### src/rtl/sqrt_share_arbiter.sv
// Round-robin arbiter sharing one sequential 32->16 square-root core among NREQ requesters,
// with a START/FIN level handshake and a watchdog that aborts if the core never finishes.
module sqrt_share_arbiter #(
  parameter int NREQ    = 4,
  parameter int TIMEOUT = 64,
  localparam int IDW    = (NREQ > 1) ? $clog2(NREQ) : 1
) (
  input  logic                 CLK,
  input  logic                 RESET,
  input  logic [NREQ-1:0]      REQ,
  input  logic [32*NREQ-1:0]   X_IN,
  output logic [NREQ-1:0]      ACK,
  output logic [15:0]          RESULT,
  output logic [IDW-1:0]       RESULT_ID,
  output logic                 ERR,
  output logic                 BUSY,
  output logic                 SQ_START,
  output logic [31:0]          SQ_X,
  input  logic                 SQ_FIN,
  input  logic [15:0]          SQ_COUNT
);

  localparam int unsigned NR  = NREQ;
  localparam int          WDW = $clog2(TIMEOUT);

  typedef enum logic [1:0] {IDLE, WAIT_FIN, DRAIN} state_t;

  state_t           r_state;
  logic [IDW-1:0]   r_ptr;
  logic [IDW-1:0]   r_gid;
  logic [WDW-1:0]   r_wd;
  logic [NREQ-1:0]  r_ack;
  logic [15:0]      r_result;
  logic [IDW-1:0]   r_rid;
  logic             r_err;
  logic             r_busy;
  logic             r_start;
  logic [31:0]      r_sq_x;

  logic             w_found;
  logic [IDW-1:0]   w_gnt;
  logic [IDW-1:0]   w_ptr_nxt;
  int unsigned      w_k;

  // Scan from the pointer upward, wrapping, so the last winner has lowest priority.
  always_comb begin
    w_found   = 1'b0;
    w_gnt     = '0;
    w_k       = 0;
    for (int unsigned i = 0; i < NR; i++) begin
      w_k = (int'(r_ptr) + i) % NR;
      if (!w_found && REQ[w_k]) begin
        w_found = 1'b1;
        w_gnt   = IDW'(w_k);
      end
    end
    w_ptr_nxt = IDW'((int'(w_gnt) + 1) % NR);
  end

  always_ff @(posedge CLK or negedge RESET) begin
    if (!RESET) begin
      r_state  <= IDLE;
      r_ptr    <= '0;
      r_gid    <= '0;
      r_wd     <= '0;
      r_ack    <= '0;
      r_result <= '0;
      r_rid    <= '0;
      r_err    <= 1'b0;
      r_busy   <= 1'b0;
      r_start  <= 1'b0;
      r_sq_x   <= '0;
    end else begin
      r_ack <= '0;
      r_err <= 1'b0;
      case (r_state)
        IDLE: begin
          if (!SQ_FIN && w_found) begin
            r_sq_x  <= X_IN[32*w_gnt +: 32];
            r_start <= 1'b1;
            r_gid   <= w_gnt;
            r_ptr   <= w_ptr_nxt;
            r_wd    <= '0;
            r_busy  <= 1'b1;
            r_state <= WAIT_FIN;
          end
        end
        WAIT_FIN: begin
          if (SQ_FIN) begin
            r_result <= SQ_COUNT;
            r_rid    <= r_gid;
            r_ack    <= NREQ'(1) << r_gid;
            r_start  <= 1'b0;
            r_state  <= DRAIN;
          end else if (r_wd == WDW'(TIMEOUT - 1)) begin
            r_result <= '0;
            r_rid    <= r_gid;
            r_ack    <= NREQ'(1) << r_gid;
            r_err    <= 1'b1;
            r_start  <= 1'b0;
            r_state  <= DRAIN;
          end else begin
            r_wd <= r_wd + 1'b1;
          end
        end
        DRAIN: begin
          // Hold off until the core has dropped FIN, i.e. it is back in its own idle.
          if (!SQ_FIN) begin
            r_busy  <= 1'b0;
            r_state <= IDLE;
          end
        end
        default: begin
          r_busy  <= 1'b0;
          r_start <= 1'b0;
          r_state <= IDLE;
        end
      endcase
    end
  end

  assign ACK       = r_ack;
  assign RESULT    = r_result;
  assign RESULT_ID = r_rid;
  assign ERR       = r_err;
  assign BUSY      = r_busy;
  assign SQ_START  = r_start;
  assign SQ_X      = r_sq_x;

endmodule

### config.mk
export PLATFORM = sky130hd
export DESIGN_NAME = sqrt_share_arbiter
export DESIGN_NICKNAME = d
export VERILOG_FILES = /design/src/rtl/sqrt_share_arbiter.sv
export SDC_FILE = /design/constraint.sdc
export NUM_CORES = 1
export LEC_CHECK = 0
export CAP_MARGIN = 5
export CORE_MARGIN = 2
export CORE_UTILIZATION = 42
export DETAILED_ROUTE_END_ITERATION = 10
export PLACE_DENSITY = 0.86
export SLEW_MARGIN = 20
export SYNTH_ARGS = -nofsm -noshare
export SYNTH_HDL_FRONTEND = slang
export SYNTH_SLANG_ARGS = --single-unit
### constraint.sdc
create_clock -name CLK -period 4 [get_ports CLK]
set_clock_uncertainty 0.2 [all_clocks]
set_input_delay 1.2 -clock CLK [delete_from_list [all_inputs] [get_ports CLK]]
set_output_delay 1.2 -clock CLK [all_outputs]
set_load 0.02 [all_outputs]
==> impl_metrics.csv, run 1 <==
group,metric,value,unit
status,run_status,"complete, no violations",
floorplanning,die_y,98.6,µm
placed_design,port_buffers,207,
clocking,cts_tree,"done",
setup_path,critical_path_capture_point_type,"flip-flop",
final_layout,antenna_diode_count,0,
placed_design,hpwlAfterDp,8850,µm
synthesis,synth_largest_type_area_fraction,0.459,
worst_hold_path,worst_hold_path_type,"reg2reg",
clocking,clk_root_buffer_cell,"sky130_fd_sc_hd__clkbuf_8",
clocking,clkLatencyLatePin,0.33,ns
clocking,post_cts_buffers,0,
pwr,leakagePower,2.60,nW
synthesis,syn_nets,463,
floorplanning,core_region_area,0.00872,mm²
floorplanning,fp.dieArea,0.00973,mm²
route,via_total_after_detailed_routing,3307,
placed_design,dpl_worst_slack,0.449,ns
route,dr.first_iter.drc_count,79,
synthesis,synth_enable_flop_cells,0,
sta,setup_slack,0.791,ns
sta,setup_repair_after_global_routing_missed_its_margin,"no",
sta,max_slew.worst_pin.slew,0.628,ns
synthesis,netlist_instances,311,
global_routing,gr-usage-all-layers,0.228,
route,drt_first_pass_iters,4,
job,total_of_max_cap_violations,0,
sta,slew_headroom,0.582,
synthesis,ranking_of_synthesized_cells_by_area,"sky130_fd_sc_hd__dfrtp_1 (46%), sky130_fd_sc_hd__mux2i_1 (17%), sky130_fd_sc_hd__o221ai_2 (12%), sky130_fd_sc_hd__nand2_1 (4.1%), sky130_fd_sc_hd__a22o_1 (3.7%)",
final_layout,layout-drive-gt1-share,0.129,
sta,tns,0,ns
clocking,cts.hold.buffers_added,0,
final_layout,multi_input_area,0.00185,mm²
synthesis,synth_cell_types,41,
placed_design,numPlacedInstances,615,
final_layout,finalNonFillerCells,629,
pwr,power_per_cell_area,584,mW/mm²
floorplanning,die_w,98.6,µm
synthesis,synthesis.area,0.00376,mm²
clocking,clk_path_buf_depth,2,
final_layout,num-nets-final,670,
route,post_detailed_route_via_to_cell_ratio,5.26,
clocking,clock_tree.htree_level_count,3,
synthesis,synth_flop_cell,"sky130_fd_sc_hd__dfrtp_1",
placed_design,place.gp.congestion,0.873,
sta,setup-violations-final,0,
sta,slew_viol_final,0,
setup_path,crit_path_max_fanout,20,
global_routing,initial_antenna_violation_count,0,
global_routing,grt_max_degree,47,
synthesis,synth_most_common_cell,"sky130_fd_sc_hd__dfrtp_1",
synthesis,synth.cells.most_frequent,"sky130_fd_sc_hd__dfrtp_1 (69), sky130_fd_sc_hd__mux2i_1 (65), sky130_fd_sc_hd__nand2_1 (41)",
final_layout,sequential_cell_area,0.00173,mm²
sta,whs,0.291,ns
sta,post-route-min-period,3.21,ns
setup_path,critPathArrivalTime,3.26,ns
global_routing,grt_overflow,0,
clocking,post_cts_resized,0,
floorplanning,io_pins,208,
synthesis,yosysSeqAreaShare,0.459,
setup_path,crit_path_start_kind,"input port",
pwr,vdd_drop_max,0.000316,V
clocking,numClockSinks,69,
floorplanning,floorplan.initialDensity,0.431,
pwr,totalPowerFinal,3.54,mW
global_routing,grt_first_pass_wirelength,17500,µm
synthesis,syn_area_per_cell,12.1,µm²
final_layout,num-fill-cells,687,
global_routing,first_global_vias,3603,
setup_path,class_of_the_most_critical_setup_path,"in2reg",
route,wl_per_cell,17.8,µm
synthesis,synth_area_leader_cell,"sky130_fd_sc_hd__dfrtp_1",
sta,finalCritPeriodShare,0.802,
final_layout,area.growth.synth_to_final,61.2,%
route,antenna_left,0,
route,drc,0,
clocking,cts.reportedPaths.clkPinSlew,0.07,ns
sta,fmax,312,MHz
sta,timing_hold_violations_final,0,
setup_path,cp_data_required_time,4.05,ns
synthesis,postSynthRegisterBits,69,
synthesis,yosys_warnings,0,
synthesis,synth-async-reset-ratio,1.00,
route,totalWireLength,11200,µm
clocking,cts-buffers-inserted,9,
floorplanning,fp-row-count,34,
[per-stage QoR]
stage,area (µm²),util
after CTS,6060,0.695
after floorplan,3760,-
after detailed placement,5900,0.676
after global placement,5900,0.676
after global routing,6060,0.695
final,6060,0.695
[path summary, 6_finish.rpt]
kind / from / to / slack, ns / cells after the start
setup reg to reg: r_state[1]$_DFFE_PN0P_ / SQ_X[0]$_DFFE_PN0P_ / 1.84 / 5
min in group asynchronous: RESET / SQ_X[28]$_DFFE_PN0P_ / 0.65 / 2
max in group asynchronous: RESET / SQ_X[5]$_DFFE_PN0P_ / 2.42 / 2
hold / removal: SQ_X[5]$_DFFE_PN0P_ / SQ_X[5]$_DFFE_PN0P_ / 0.29 / 2
setup / recovery: REQ[3] / SQ_X[0]$_DFFE_PN0P_ / 0.79 / 8
hold reg to reg: SQ_X[5]$_DFFE_PN0P_ / SQ_X[5]$_DFFE_PN0P_ / 0.29 / 2
[cell type report]
| class | instances | share of cell area |
|---|---|---|
| timing repair buffer | 218 | 0.359 |
| multi-input combinational | 216 | 0.305 |
| sequential | 69 | 0.285 |
| clock buffer | 12 | 0.0256 |
| tap | 108 | 0.0223 |
| inverter | 4 | 0.00248 |
| clock inverter | 2 | 0.00165 |
[critical path, cell delays in order]
cell and delay [ns]:
sky130_fd_sc_hd__clkdlybuf4s50_1 0.56, sky130_fd_sc_hd__nor4_2 0.07, sky130_fd_sc_hd__buf_4 0.15, sky130_fd_sc_hd__nor3_2 0.29, sky130_fd_sc_hd__nand2_4 0.19, sky130_fd_sc_hd__or2_2 0.34
sky130_fd_sc_hd__buf_4 0.24, sky130_fd_sc_hd__o221ai_1 0.19
[per-layer routing]
metal  part of all wire  up-vias  track usage
met1               0.38     1593        0.261
met4              0.021        0       0.0822
li1                   -     1575            -
met3              0.056       20       0.0496
met5                  0        -            0
met2               0.54      119        0.418
[cell families after synthesis]
logic type / count (synthesis) / share of synthesized area
xor gates and xnor gates: 5 / 0.0116
AOI/OAI and AO/OA: 65 / 0.189
muxes: 67 / 0.179
adders and majority gates: 1 / 0.00333
and+or+nand+nor: 78 / 0.106
DFF: 69 / 0.459
buffers and inverters: 26 / 0.0519
[sequential cells by signal, indices dropped and copies added, names as in the netlist]
name and flops:
SQ_X 32, RESULT 16, r_wd 6, ACK 4, RESULT_ID 2, r_gid 2
r_ptr 2, r_state 2, BUSY 1, ERR 1, SQ_START 1
[placed cells by master, fill, tap and decap left out, drive strengths merged, types with 6 or more instances in the layout]
master,synthesis,routed
nor2,9,9
clkdlybuf4s50,0,206
buf,20,12
a22o,16,16
nand2,42,42
mux2i,65,65
o221ai,32,32
clkbuf,2,12
a21oi,6,6
dfrtp,69,69
[power breakdown]
part / switching [mW] / leakage (nW) / total, mW / internal (mW)
Sequential: 0.197 / 0.866 / 1.16 / 0.964
Clock: 0.248 / 0.0881 / 0.498 / 0.250
Combinational: 0.917 / 1.65 / 1.88 / 0.963
No activity file was read; power rests on OpenSTA's default activity.
==> inputs of run 2 (changes only) <==
--- a/config.mk
+++ b/config.mk
@@ -7,9 +7,9 @@
 export LEC_CHECK = 0
 export CAP_MARGIN = 5
 export CORE_MARGIN = 2
-export CORE_UTILIZATION = 42
+export CORE_UTILIZATION = 35
 export DETAILED_ROUTE_END_ITERATION = 10
-export PLACE_DENSITY = 0.86
+export PLACE_DENSITY = 0.77
 export SLEW_MARGIN = 20
 export SYNTH_ARGS = -nofsm -noshare
 export SYNTH_HDL_FRONTEND = slang
==> constraint.sdc (replaced) <==
create_clock -name CLK -period 2.95 [get_ports CLK]
set_clock_uncertainty 0.2 [all_clocks]
set_input_delay 0.885 -clock CLK [delete_from_list [all_inputs] [get_ports CLK]]
set_output_delay 0.885 -clock CLK [all_outputs]
set_load 0.02 [all_outputs]
==> run 2 against run 1 <==
  * Non-clock buffer count grew 14
  * Combinational power rose by 42%
  * Power is 45% higher
  * Global-route usage shrank 3.0 points
  * Final area grew 4.6%
  * Hold slack worse by 0.0024 ns
  * Sequential share of layout area decreased by 1.3 points
  * Cell count up 7.0%
  * Sequential power increased by 34%
  * Largest cell class unchanged
  * Highest routed layer unchanged
==> impl_metrics.csv, run 2 (synthesis results as in run 1) <==
group,metric,value,unit
clocking,clkLatencyLatePin,0.34,ns
sta,whs,0.289,ns
route,wl_per_cell,16.9,µm
clocking,post_cts_buffers,0,
route,post_detailed_route_via_to_cell_ratio,5.05,
global_routing,gr-usage-all-layers,0.198,
final_layout,final_core_utilization,0.612,
placed_design,place.gp.congestion,0.785,
sta,tns,0,ns
sta,slew_viol_final,0,
setup_path,critical_path_capture_point_type,"flip-flop",
route,totalWireLength,11400,µm
setup_path,worst_setup_path_startpoint,"REQ[2]",
clocking,numClockSinks,69,
global_routing,first_global_vias,3599,
floorplanning,floorplan.initialDensity,0.363,
final_layout,layout-drive-gt1-share,0.156,
sta,fmax,379,MHz
worst_hold_path,holdCritStartpoint,"SQ_X[2]$_DFFE_PN0P_",
route,drc,0,
floorplanning,fp-row-count,37,
worst_hold_path,hold-path-cell-count,2,
worst_hold_path,worst_hold_path_type,"reg2reg",
floorplanning,core_region_area,0.0104,mm²
sta,post-route-min-period,2.64,ns
clocking,cts.reportedPaths.clkPinSlew,0.08,ns
pwr,power_per_cell_area,807,mW/mm²
final_layout,most_frequent_cells_in_the_layout,"sky130_fd_sc_hd__clkdlybuf4s50_1 (206), sky130_fd_sc_hd__dfrtp_1 (69), sky130_fd_sc_hd__mux2i_1 (65), sky130_fd_sc_hd__nand2_1 (40), sky130_fd_sc_hd__o221ai_2 (29)",
clocking,cts-buffers-inserted,9,
placed_design,port_buffers,207,
pwr,vdd_drop_max,0.000385,V
route,antenna_left,0,
setup_path,class_of_the_most_critical_setup_path,"in2reg",
floorplanning,io_pins,208,
placed_design,hpwlAfterDp,9030,µm
clocking,post_cts_resized,0,
setup_path,cp_data_required_time,2.97,ns
sta,setup-violations-final,0,
clocking,cts_tree,"done",
sta,timing_hold_violations_final,0,
global_routing,initial_antenna_violation_count,0,
clocking,clk_root_buffer_cell,"sky130_fd_sc_hd__clkbuf_8",
clocking,clock_tree.htree_level_count,3,
setup_path,crit_path_start_kind,"input port",
setup_path,ff2ff_setup_slack,1.00,ns
pwr,leakagePower,2.73,nW
job,total_of_max_cap_violations,0,
sta,max_slew.worst_pin.slew,0.639,ns
sta,finalCritPeriodShare,0.895,
floorplanning,die_w,108,µm
final_layout,num-nets-final,684,
final_layout,most_common_cell_after_layout_fill_and_taps_aside,"sky130_fd_sc_hd__clkdlybuf4s50_1",
global_routing,grt_max_degree,28,
global_routing,grt_overflow,0,
clocking,cts.hold.buffers_added,0,
route,drt_first_pass_iters,4,
setup_path,critPathArrivalTime,2.66,ns
setup_path,logic_depth_of_the_worst_register_to_register_path,7,
floorplanning,fp.dieArea,0.0116,mm²
final_layout,largest_register_ffs,32,
setup_path,r2r-start,"r_ptr[0]$_DFFE_PN0P_",
worst_hold_path,hold_end,"SQ_X[2]$_DFFE_PN0P_",
sta,setup_repair_after_global_routing_missed_its_margin,"no",
route,dr.first_iter.drc_count,138,
final_layout,antenna_diode_count,0,
final_layout,area.growth.synth_to_final,68.7,%
clocking,clk_path_buf_depth,2,
sta,slew_headroom,0.574,
global_routing,grt_first_pass_wirelength,17900,µm
floorplanning,die_y,108,µm
setup_path,r2r_end,"SQ_X[21]$_DFFE_PN0P_",
route,via_total_after_detailed_routing,3398,
setup_path,crit_path_max_fanout,14,
status,run_status,"complete, no violations",
[run 2: changes by cell type in the layout (fill, tap and decap cells not counted)]
| cell | delta |
|---|---|
| sky130_fd_sc_hd__buf_12 | +6 |
| sky130_fd_sc_hd__buf_4 | +8 |
| sky130_fd_sc_hd__bufinv_16 | +2 |
| sky130_fd_sc_hd__clkbuf_1 | -1 |
| sky130_fd_sc_hd__clkbuf_8 | -1 |
| sky130_fd_sc_hd__clkinv_2 | -2 |
| sky130_fd_sc_hd__clkinv_4 | +1 |
| sky130_fd_sc_hd__clkinvlp_4 | +1 |
| sky130_fd_sc_hd__inv_6 | +2 |
[run 2: final cells by class]
type | count | area, µm²
fill | 869 | 4020
timing repair buffer | 232 | 2350
multi-input combinational | 216 | 1850
sequential | 69 | 1730
tap | 136 | 170
clock buffer | 10 | 138
clock inverter | 6 | 93.8
inverter | 4 | 15.0
[run 2: routing by layer]
layer,GRT usage,up-vias,wire [µm]
li1,-,1608,-
met1,0.231,1651,4500
met2,0.356,125,6050
met3,0.0424,14,638
met4,0.0733,0,207
met5,0,-,0
[run 2: through the flow]
| step | cell area [µm²] | total power [mW] | cells | setup slack [ns] |
|---|---|---|---|---|
| detailed placement | 6110 | 4.27 | 657 | -0.0820 |
| CTS | 6350 | 5.19 | 673 | 0.294 |
| finish | 6350 | 5.12 | 673 | 0.310 |
| floorplan | 3760 | 3.04 | 311 | 0.554 |
| global placement | 6110 | 4.21 | 657 | -0.0212 |
| global route | 6350 | 5.41 | 673 | 0.218 |
[run 2: worst max-delay path, cell delays in order]
cell                              delay [ns]
sky130_fd_sc_hd__clkdlybuf4s50_1        0.46
sky130_fd_sc_hd__nor2b_4                0.16
sky130_fd_sc_hd__o21a_1                 0.21
sky130_fd_sc_hd__nor3_4                 0.19
sky130_fd_sc_hd__buf_12                 0.18
sky130_fd_sc_hd__buf_12                 0.17
sky130_fd_sc_hd__mux2i_1                0.26
sky130_fd_sc_hd__o221ai_2               0.13
[run 2: worst max-delay path by stage]
stage               cells past startpoint              endpoint  slack [ns]
floorplan                               7  SQ_X[10]$_DFFE_PN0P_        0.55
global placement                        8   SQ_X[7]$_DFFE_PN0P_       -0.02
detailed placement                      8   SQ_X[8]$_DFFE_PN0P_       -0.08
CTS                                     8  SQ_X[21]$_DFFE_PN0P_        0.29
global route                            8  SQ_X[21]$_DFFE_PN0P_        0.22
finish                                  8  SQ_X[21]$_DFFE_PN0P_        0.31
[run 2: where the power goes]
| part | switching (mW) | leakage [nW] | internal (mW) |
|---|---|---|---|
| registers | 0.250 | 0.866 | 1.31 |
| logic | 1.26 | 1.75 | 1.41 |
| clock network | 0.389 | 0.113 | 0.507 |
| total | 1.90 | 2.73 | 3.22 |
==> inputs of run 3 (changes only) <==
--- a/config.mk
+++ b/config.mk
@@ -6,10 +6,10 @@
 export NUM_CORES = 1
 export LEC_CHECK = 0
 export CAP_MARGIN = 5
-export CORE_MARGIN = 2
 export CORE_UTILIZATION = 35
 export DETAILED_ROUTE_END_ITERATION = 10
 export PLACE_DENSITY = 0.77
+export SKIP_LAST_GASP = 1
 export SLEW_MARGIN = 20
 export SYNTH_ARGS = -nofsm -noshare
 export SYNTH_HDL_FRONTEND = slang
==> run 3 against run 2 <==
  * Highest routed layer unchanged
  * Hold slack got worse by 0.038 ns
  * Combinational power rose by 1%
  * Largest cell class unchanged
  * Clock power down 8.8%
  * Fmax rose by 0.63%
  * Largest power group unchanged
  * Power shrank 0.82%
  * Via count down 0.47%
  * Final area increased by 0.12%
  * Sequential power about the same
  * Routed wire length increased by 1.1%
  * Global-route usage up 1.1 points
  * Sequential cell count unchanged
==> impl_metrics.csv, run 3 (synthesis results as in run 1) <==
group,metric,value,unit
pwr,vdd_drop_max,0.000427,V
placed_design,dpl_worst_slack,-0.0641,ns
placed_design,hpwlAfterDp,9010,µm
global_routing,first_global_vias,3774,
sta,max_slew.worst_pin.slew,0.575,ns
floorplanning,die_y,106,µm
final_layout,final_core_utilization,0.613,
clocking,clk_path_buf_depth,2,
pwr,p_clk_frac,0.161,
clocking,clock_tree.htree_level_count,3,
global_routing,grt_first_pass_wirelength,18300,µm
final_layout,layout-drive-gt1-share,0.161,
pwr,leakagePower,2.73,nW
route,drt_first_pass_iters,4,
pwr,internal_power_component,3.15,mW
clocking,cts-buffers-inserted,9,
route,post_detailed_route_via_to_cell_ratio,5.00,
setup_path,ordered_cell_list_for_the_critical_path,"clkdlybuf4s50_1 -> nor2b_4 -> o21a_1 -> nor3_4 -> buf_12 -> buf_12 -> mux2i_1 -> o221ai_2",
clocking,cts_tree,"done",
final_layout,multi_input_area,0.00185,mm²
clocking,clk_root_buffer_cell,"sky130_fd_sc_hd__clkbuf_8",
clocking,cts.reportedPaths.clkPinSlew,0.10,ns
route,wl_per_cell,17.0,µm
setup_path,critPathArrivalTime,2.65,ns
clocking,numClockSinks,69,
setup_path,class_of_the_most_critical_setup_path,"in2reg",
clocking,cts.hold.buffers_added,0,
sta,setup_slack,0.327,ns
clocking,post_cts_resized,0,
pwr,sw_frac_of_total,0.381,
floorplanning,io_pins,208,
worst_hold_path,worst_hold_path_type,"in2async",
global_routing,initial_antenna_violation_count,0,
pwr,pwr-share-comb,0.534,
pwr,power_per_cell_area,800,mW/mm²
clocking,clkLatencyLatePin,0.35,ns
route,antenna_left,0,
final_layout,antenna_diode_count,0,
final_layout,num-fill-cells,856,
sta,setup-violations-final,0,
setup_path,r2r_end,"RESULT[13]$_DFFE_PN0P_",
floorplanning,fp.dieArea,0.0112,mm²
floorplanning,die_w,106,µm
setup_path,ff2ff_setup_slack,0.83,ns
sta,fmax,381,MHz
sta,timing_hold_violations_final,0,
job,total_of_max_cap_violations,0,
setup_path,slowest_delay,0.45,ns
final_layout,finalNonFillerCells,676,
clocking,post_cts_buffers,0,
setup_path,critical_path_capture_point_type,"flip-flop",
floorplanning,fp-row-count,37,
sta,slew_viol_final,0,
final_layout,most_frequent_cells_in_the_layout,"sky130_fd_sc_hd__clkdlybuf4s50_1 (206), sky130_fd_sc_hd__dfrtp_1 (69), sky130_fd_sc_hd__mux2i_1 (65), sky130_fd_sc_hd__nand2_1 (40), sky130_fd_sc_hd__o221ai_2 (29)",
final_layout,num-nets-final,687,
setup_path,crit_end,"SQ_X[17]$_DFFE_PN0P_",
route,drc,0,
sta,finalCritPeriodShare,0.889,
pwr,seq_power_share,0.305,
route,totalWireLength,11500,µm
setup_path,cp_slowest_cell,"sky130_fd_sc_hd__clkdlybuf4s50_1",
setup_path,logic_depth_of_the_worst_register_to_register_path,5,
route,via_total_after_detailed_routing,3382,
sta,slew_headroom,0.614,
route,dr.first_iter.drc_count,93,
setup_path,r2r-start,"r_wd[0]$_DFFE_PN0P_",
setup_path,worst_setup_path_startpoint,"REQ[2]",
sta,setup_repair_after_global_routing_missed_its_margin,"no",
setup_path,cell_seen_most_often_among_critical_path_stages,"sky130_fd_sc_hd__buf_12",
pwr,switching_power,1.94,mW
setup_path,cp_data_required_time,2.98,ns
final_layout,most_common_cell_after_layout_fill_and_taps_aside,"sky130_fd_sc_hd__clkdlybuf4s50_1",
global_routing,gr-usage-all-layers,0.210,
final_layout,area.growth.synth_to_final,68.9,%
global_routing,grt_overflow,0,
floorplanning,core_region_area,0.0104,mm²
floorplanning,floorplan.initialDensity,0.363,
placed_design,numPlacedInstances,660,
setup_path,crit_path_start_kind,"input port",
sta,whs,0.251,ns
setup_path,crit_path_max_fanout,14,
status,run_status,"complete, no violations",
final_layout,sequential_cell_area,0.00173,mm²
sta,tns,0,ns
final_layout,largest_register_ffs,32,
sta,post-route-min-period,2.62,ns
placed_design,place.gp.congestion,0.786,
placed_design,port_buffers,207,
global_routing,grt_max_degree,54,
run 3: through the flow:
stage	instance area, µm²	power [mW]
after detailed placement	6150	4.31
after CTS	6350	5.13
after global routing	6350	5.36
after floorplan	3760	3.04
after global placement	6150	4.25
final	6350	5.08
run 3: worst min path at each step:
stage,endpoint,cells after the start,slack (ns),startpoint
3_5_place_dp,SQ_X[16]$_DFFE_PN0P_,2,0.28,SQ_X[16]$_DFFE_PN0P_
5_1_grt,RESULT[15]$_DFFE_PN0P_,1,0.27,RESET
3_3_place_gp,SQ_X[15]$_DFFE_PN0P_,2,0.27,SQ_X[15]$_DFFE_PN0P_
2_1_floorplan,ACK[2]$_DFF_PN0_,1,0.27,r_gid[0]$_DFFE_PN0P_
4_1_cts,RESULT[15]$_DFFE_PN0P_,1,0.26,RESET
6_report,RESULT[15]$_DFFE_PN0P_,1,0.25,RESET
run 3: final cells by class:
class / count / share of cell area
well taps: 136 / 0.0268
inverters: 4 / 0.00236
repair buffers: 235 / 0.376
multi-input cells: 216 / 0.291
clock buffers: 9 / 0.0195
clock inverters: 7 / 0.0126
flip-flops and latches: 69 / 0.272
run 3: critical path, delay by kind of cell:
| kind | cells | cell delay, ns |
|---|---|---|
| mux | 1 | 0.27 |
| buf+inv | 3 | 0.79 |
| simple gates | 2 | 0.35 |
| compound gates | 2 | 0.35 |
run 3: routing by layer:
layer,part of all wire,vias up,global-route usage,wire [µm]
met1,0.39,1636,0.231,4500
met5,0,-,0,0
met2,0.53,121,0.392,6150
li1,-,1609,-,-
met3,0.055,16,0.0451,630
met4,0.021,0,0.0764,240
run 3: power by group through the flow:
stage                     clock network (mW)  registers, mW  logic [mW]
after global routing                   0.876           1.60        2.88
after global placement                     0           1.56        2.69
final                                  0.817           1.55        2.71
after CTS                              0.830           1.55        2.75
after floorplan                            0           1.93        1.12
after detailed placement                   0           1.56        2.75
